### config.mk
export PLATFORM = sky130hd
export DESIGN_NAME = mold_msg_asm
export DESIGN_NICKNAME = d
export VERILOG_FILES = /design/src/rtl/mold_msg_asm.sv
export SDC_FILE = /design/constraint.sdc
export NUM_CORES = 2
export LEC_CHECK = 0
export ABC_CLOCK_PERIOD_IN_PS = 58900
export BUFFER_PORTS_ARGS = -buffer_cell sky130_fd_sc_hd__buf_2
export CAP_MARGIN = 10
export CORE_ASPECT_RATIO = 2
export CORE_MARGIN = 2
export CORE_UTILIZATION = 56
export DETAILED_ROUTE_END_ITERATION = 16
export HOLD_SLACK_MARGIN = 0.02
export PLACE_DENSITY = 0.77
export SLEW_MARGIN = 40
export SYNTH_ARGS = -nofsm -noshare
export SYNTH_HDL_FRONTEND = slang
export SYNTH_SLANG_ARGS = --single-unit
export TNS_END_PERCENT = 20
### constraint.sdc
create_clock -name clk -period 58.9 [get_ports clk]
set_input_delay 0 -clock clk [delete_from_list [all_inputs] [get_ports clk]]
set_output_delay 0 -clock clk [all_outputs]
set_load 0.005 [all_outputs]
### src/rtl/mold_msg_asm.sv
// mold_msg_asm: reassembles MoldUDP64 message beats into one wide message word.
// Optional saturating drop counter enabled by defining MOLD_MSG_ASM_DROP_CNT_EN.
module mold_msg_asm #(
   parameter int DATA_W = 64,
   parameter int KEEP_W = 8,
   parameter int LEN_W  = 16,
   parameter int MAX_B  = 64,
   parameter int CNT_W  = 16
) (
   input  logic                 clk,
   input  logic                 reset,
   input  logic                 mold_msg_v_i,
   input  logic                 mold_msg_start_i,
   input  logic [LEN_W-1:0]     mold_msg_len_i,
   input  logic [KEEP_W-1:0]    mold_msg_mask_i,
   input  logic [DATA_W-1:0]    mold_msg_data_i,
   output logic                 msg_v_o,
   output logic [LEN_W-1:0]     msg_len_o,
   output logic [7:0]           msg_type_o,
   output logic [MAX_B*8-1:0]   msg_data_o,
   output logic                 ovf_o,
   output logic                 trunc_o,
   output logic [CNT_W-1:0]     drop_cnt_o
);

   localparam int KB = (KEEP_W > 1) ? $clog2(KEEP_W) : 1;
   localparam logic [LEN_W-1:0] MAX_L = LEN_W'(MAX_B);

   typedef enum logic [1:0] {IDLE, ASM, DROP} state_t;

   state_t              state_q, state_d;
   logic [LEN_W-1:0]    cnt_q, cnt_d;
   logic [LEN_W-1:0]    len_q, len_d;
   logic [MAX_B*8-1:0]  buf_q, buf_d;
   logic                msg_v_q, msg_v_d;
   logic                ovf_q, ovf_d;
   logic                trunc_q, trunc_d;
   logic [LEN_W-1:0]    msg_len_q, msg_len_d;
   logic [7:0]          type_q, type_d;
   logic [MAX_B*8-1:0]  out_q, out_d;

   logic                start;
   logic                wr_en;
   logic [LEN_W-1:0]    n;
   logic [LEN_W-1:0]    base;
   logic [LEN_W-1:0]    lenv;
   logic [LEN_W-1:0]    rem;
   logic [LEN_W-1:0]    wr;
   logic [LEN_W-1:0]    end_c;
   logic [LEN_W-1:0]    jj;
   logic [KB-1:0]       k;

   // Beat byte count from the valid mask
   always_comb begin
      n = '0;
      for (int i = 0; i < KEEP_W; i++) begin
         n = n + LEN_W'(mold_msg_mask_i[i]);
      end
   end

   // Offset arithmetic: a start beat restarts at offset 0 with the new length
   always_comb begin
      start = mold_msg_v_i & mold_msg_start_i;
      base  = start ? '0 : cnt_q;
      lenv  = start ? mold_msg_len_i : len_q;
      rem   = lenv - base;
      wr    = (n < rem) ? n : rem;
      end_c = base + wr;
   end

   // Next-state, buffer write and output capture
   always_comb begin
      state_d   = state_q;
      cnt_d     = cnt_q;
      len_d     = len_q;
      buf_d     = buf_q;
      msg_v_d   = 1'b0;
      ovf_d     = 1'b0;
      trunc_d   = 1'b0;
      msg_len_d = msg_len_q;
      type_d    = type_q;
      out_d     = out_q;
      wr_en     = 1'b0;
      jj        = '0;
      k         = '0;
      if (mold_msg_v_i) begin
         if (start) begin
            trunc_d = (state_q == ASM);
            len_d   = mold_msg_len_i;
            cnt_d   = '0;
            buf_d   = '0;
            if (mold_msg_len_i == '0) begin
               trunc_d = 1'b1;
               state_d = IDLE;
            end else if (mold_msg_len_i > MAX_L) begin
               ovf_d   = 1'b1;
               cnt_d   = end_c;
               state_d = (end_c == mold_msg_len_i) ? IDLE : DROP;
            end else begin
               wr_en   = 1'b1;
               cnt_d   = end_c;
               state_d = ASM;
            end
         end else begin
            unique case (state_q)
               IDLE: trunc_d = 1'b1;
               ASM: begin
                  wr_en = 1'b1;
                  cnt_d = end_c;
               end
               DROP: begin
                  cnt_d = end_c;
                  if (end_c == len_q) state_d = IDLE;
               end
               default: state_d = IDLE;
            endcase
         end
      end
      if (wr_en) begin
         for (int j = 0; j < MAX_B; j++) begin
            jj = LEN_W'(j);
            k  = KB'(jj - base);
            if (jj >= base && jj < end_c) begin
               buf_d[8*j +: 8] = mold_msg_data_i[{k, 3'b000} +: 8];
            end
         end
         if (end_c == lenv) begin
            state_d   = IDLE;
            msg_v_d   = 1'b1;
            msg_len_d = lenv;
            type_d    = buf_d[7:0];
            out_d     = buf_d;
         end
      end
   end

   // State, assembly buffer and registered outputs
   always_ff @(posedge clk or posedge reset) begin
      if (reset) begin
         state_q   <= IDLE;
         cnt_q     <= '0;
         len_q     <= '0;
         buf_q     <= '0;
         msg_v_q   <= 1'b0;
         ovf_q     <= 1'b0;
         trunc_q   <= 1'b0;
         msg_len_q <= '0;
         type_q    <= '0;
         out_q     <= '0;
      end else begin
         state_q   <= state_d;
         cnt_q     <= cnt_d;
         len_q     <= len_d;
         buf_q     <= buf_d;
         msg_v_q   <= msg_v_d;
         ovf_q     <= ovf_d;
         trunc_q   <= trunc_d;
         msg_len_q <= msg_len_d;
         type_q    <= type_d;
         out_q     <= out_d;
      end
   end

   assign msg_v_o    = msg_v_q;
   assign msg_len_o  = msg_len_q;
   assign msg_type_o = type_q;
   assign msg_data_o = out_q;
   assign ovf_o      = ovf_q;
   assign trunc_o    = trunc_q;

`ifdef MOLD_MSG_ASM_DROP_CNT_EN
   logic [CNT_W-1:0] drop_q;

   // Saturating count of drop pulses, stepping with the pulse itself
   always_ff @(posedge clk or posedge reset) begin
      if (reset) begin
         drop_q <= '0;
      end else if ((ovf_d | trunc_d) && drop_q != '1) begin
         drop_q <= drop_q + CNT_W'(1);
      end
   end

   assign drop_cnt_o = drop_q;
`else
   assign drop_cnt_o = '0;
`endif

endmodule
==> flow_metrics.env <==
export IMPL_min_period_ns=10.24
export IMPL_die_area_sq_um=99600
export IMPL_maxSlewHeadroom=0.374
export IMPL_critPathKind="input pin to register"
export IMPL_grt_ovfl_total=0
export IMPL_place_ws_ns=48.67
export IMPL_cp_arrival_ns=10.84
export IMPL_p_leak_nw=29.3
export IMPL_pwr_density_cell_nw_per_um2=40.4
export IMPL_wl_met3_mm=16.1
export IMPL_cts_buffer_depth=3
export IMPL_ctsRootBufferMaster="clkbuf_16"
export IMPL_required_ns=59.50
export IMPL_route_met2_wl_mm=87.9
export IMPL_fin_cells=7313
export IMPL_hold_violations=0
export IMPL_finalMaxSlewViolations=0
export IMPL_clk_latency_ns=0.74
export IMPL_drc_errors=0
export IMPL_worst_pin_slew_ns=0.935
export IMPL_synthCells=5560
export IMPL_fin_area_sq_um=62400
export IMPL_ys_types=92
export IMPL_fp_coreArea_sq_um=96100
export IMPL_hold_path_depth=5
export IMPL_skew_ns=0.0349
export IMPL_setup_tns_ns=0
export IMPL_whs_ns=0.122
export IMPL_drt_wl_total_mm=185
export IMPL_yosys_top_cells_area="dfrtp_1 (50%), mux2i_1 (9.7%), nand2_1 (6.1%), mux2_2 (5.1%), o21ai_0 (4.3%)"
export IMPL_row_count=161
export IMPL_drive_gt1_frac=0.232
export IMPL_synthTopCellsByCount="dfrtp_1 (1077), nand2_1 (888), mux2i_1 (525)"
export IMPL_drtPass1Iterations=7
export IMPL_clock_fmax_mhz=97.7
export IMPL_synth_most_common_cell="dfrtp_1"
export IMPL_place_area_sq_um=58700
export IMPL_die_width_microns=224
export IMPL_grt_pass1_vias=43900
export IMPL_port_buffers=630
export IMPL_grt_total_usage=0.370
export IMPL_setup_viol=0
export IMPL_max_stage_delay_ns=0.72
export IMPL_crit_slowest_cell="buf_4"
export IMPL_synth_top_area_cell="dfrtp_1"
export IMPL_grt_start_max_net_pins=166
export IMPL_run_status="completed"
export IMPL_die_height_microns=444
export IMPL_cts_buffers=95
export IMPL_finalCritPeriodShare=0.174
export IMPL_r2r_slack_ns=49.38
export IMPL_path_clk_slew_ns=0.07
export IMPL_setup_ws_ns=48.66
export IMPL_irDropWorstVdd_uv=37.8
export IMPL_met1Wirelength_mm=68.4
export IMPL_antenna_found_initial=31
export IMPL_power_mw=2.52
export IMPL_dp_hpwl_mm=131
export IMPL_syn_area_sq_um=54300
export IMPL_cts_tree="done"
export IMPL_postCtsSetupRepairBufs=0
export IMPL_syn_to_final_growth_pct=15.0
export IMPL_drt_vias_per_instance=6.16
export IMPL_gp_congestion=0.990
export IMPL_dr_max_layer_used="met5"
export IMPL_synth_top_flop_cell="dfrtp_1"
export IMPL_startpoint_type="input pin"
export IMPL_htree_levels=3
export IMPL_rsz0062_at_grt="no"
export IMPL_synth_top_area_frac=0.496
export IMPL_drtIter0Drc=4103
export IMPL_wire_per_inst_microns=25.3
export IMPL_ant_nets=0
export IMPL_fin_util=0.650
export IMPL_hp_class="input pin to register"
export IMPL_ys_warn_count=0
export IMPL_crit_fanout=100
export IMPL_start_util=0.565
export IMPL_rr_worst_depth=32
export IMPL_dp_cells=7095
export IMPL_synth_avg_cell_area_sq_um=9.76
export IMPL_grt_pass1_wl_mm=277
export IMPL_ios=647
export IMPL_crit_top_cell="buf_4"
export IMPL_async_reset_ff_frac=1.00
export IMPL_ys_seq_area_frac=0.496
export IMPL_nets=6144
export IMPL_num_vias=45100
export IMPL_synth_edf_count=0
export IMPL_clock_sinks=1077
export IMPL_cap_violations=0
export IMPL_synth_seq_cells=1077
export IMPL_end_kind="register"
==> state kept, by name (all words and copies together) (netlist names) <==
name,count
msg_len_o,16
buf_q,512
msg_type_o,7
msg_v_o,1
msg_data_o,505
trunc_o,1
ovf_o,1
cnt_q,16
state_q,2
len_q,16
==> cell type report <==
class | instances | area [sq um]
inverter | 93 | 365
antenna | 14 | 35.0
sequential | 1077 | 27000
timing repair buffer | 797 | 4700
tap | 1222 | 1530
multi-input combinational | 3937 | 25600
clock inverter | 51 | 617
clock buffer | 122 | 2650
fill | 7600 | 33700
==> worst max-delay path: cells and delay by family <==
kind | cells | cell delay [ns]
AO/OA/AOI/OAI | 7 | 1.90
XOR/XNOR | 1 | 0.33
adder cells (fa/ha/maj) | 3 | 1.13
buffers and inverters | 10 | 3.46
multiplexers | 1 | 0.29
AND/OR/NAND/NOR | 12 | 3.32
==> per-layer routing <==
layer	GRT usage	vias up
li1	-	20300
met1	0.441	22300
met2	0.603	1926
met3	0.103	543
met4	0.207	44
met5	0	-
==> placed cells by master (no fill, tap or decap), drive strengths merged, types with 12 or more instances in the layout <==
cell	count
and2	14
o21a	92
inv	99
nor2	357
dfrtp	1077
mux2	245
nor3	31
nand3	327
clkinv	31
diode	14
a31oi	207
xnor2	43
a311oi	28
o31ai	18
a21o	16
or3	12
and3	37
mux2i	526
xor2	18
o21ai	608
ha	45
clkbuf	123
o211ai	102
a21oi	125
conb	27
dlygate4sd3	26
or2	32
buf	770
nand2	889
a211oi	17
==> report_power, final <==
group / total (mW) / leakage (nW) / internal (mW) / switching, mW
clock network: 0.668 / 1.61 / 0.366 / 0.303
logic: 1.10 / 12.8 / 0.316 / 0.780
registers: 0.757 / 14.9 / 0.747 / 0.00992
==> final timing paths <==
path	startpoint	end
min in group asynchronous	reset	buf_q[334]
setup / recovery	mold_msg_start_i	msg_data_o[251]
hold reg to reg	msg_data_o[510]	msg_data_o[510]
setup reg to reg	cnt_q[1]	msg_data_o[251]
max in group asynchronous	reset	buf_q[255]
hold / removal	mold_msg_data_i[17]	buf_q[241]
==> timing repair <==
action	4_1_cts	5_1_grt
hold endpoints to repair	186	0
resized for setup	0	0
hold buffers	26	0
==> cells by family (layout without fill, tap and decap cells) <==
kind of cell / Yosys count / in the layout / synth area share
xor+xnor: 63 / 63 / 0.0108
compound gates: 1272 / 1272 / 0.147
simple gates: 1753 / 1753 / 0.139
mux: 771 / 771 / 0.148
flops: 1077 / 1077 / 0.496
other cells: 1 / 41 / 0.0000691
fa+ha+maj: 51 / 51 / 0.0126
buf+inv: 572 / 1063 / 0.0467
Power figures use the tool's default switching activity.
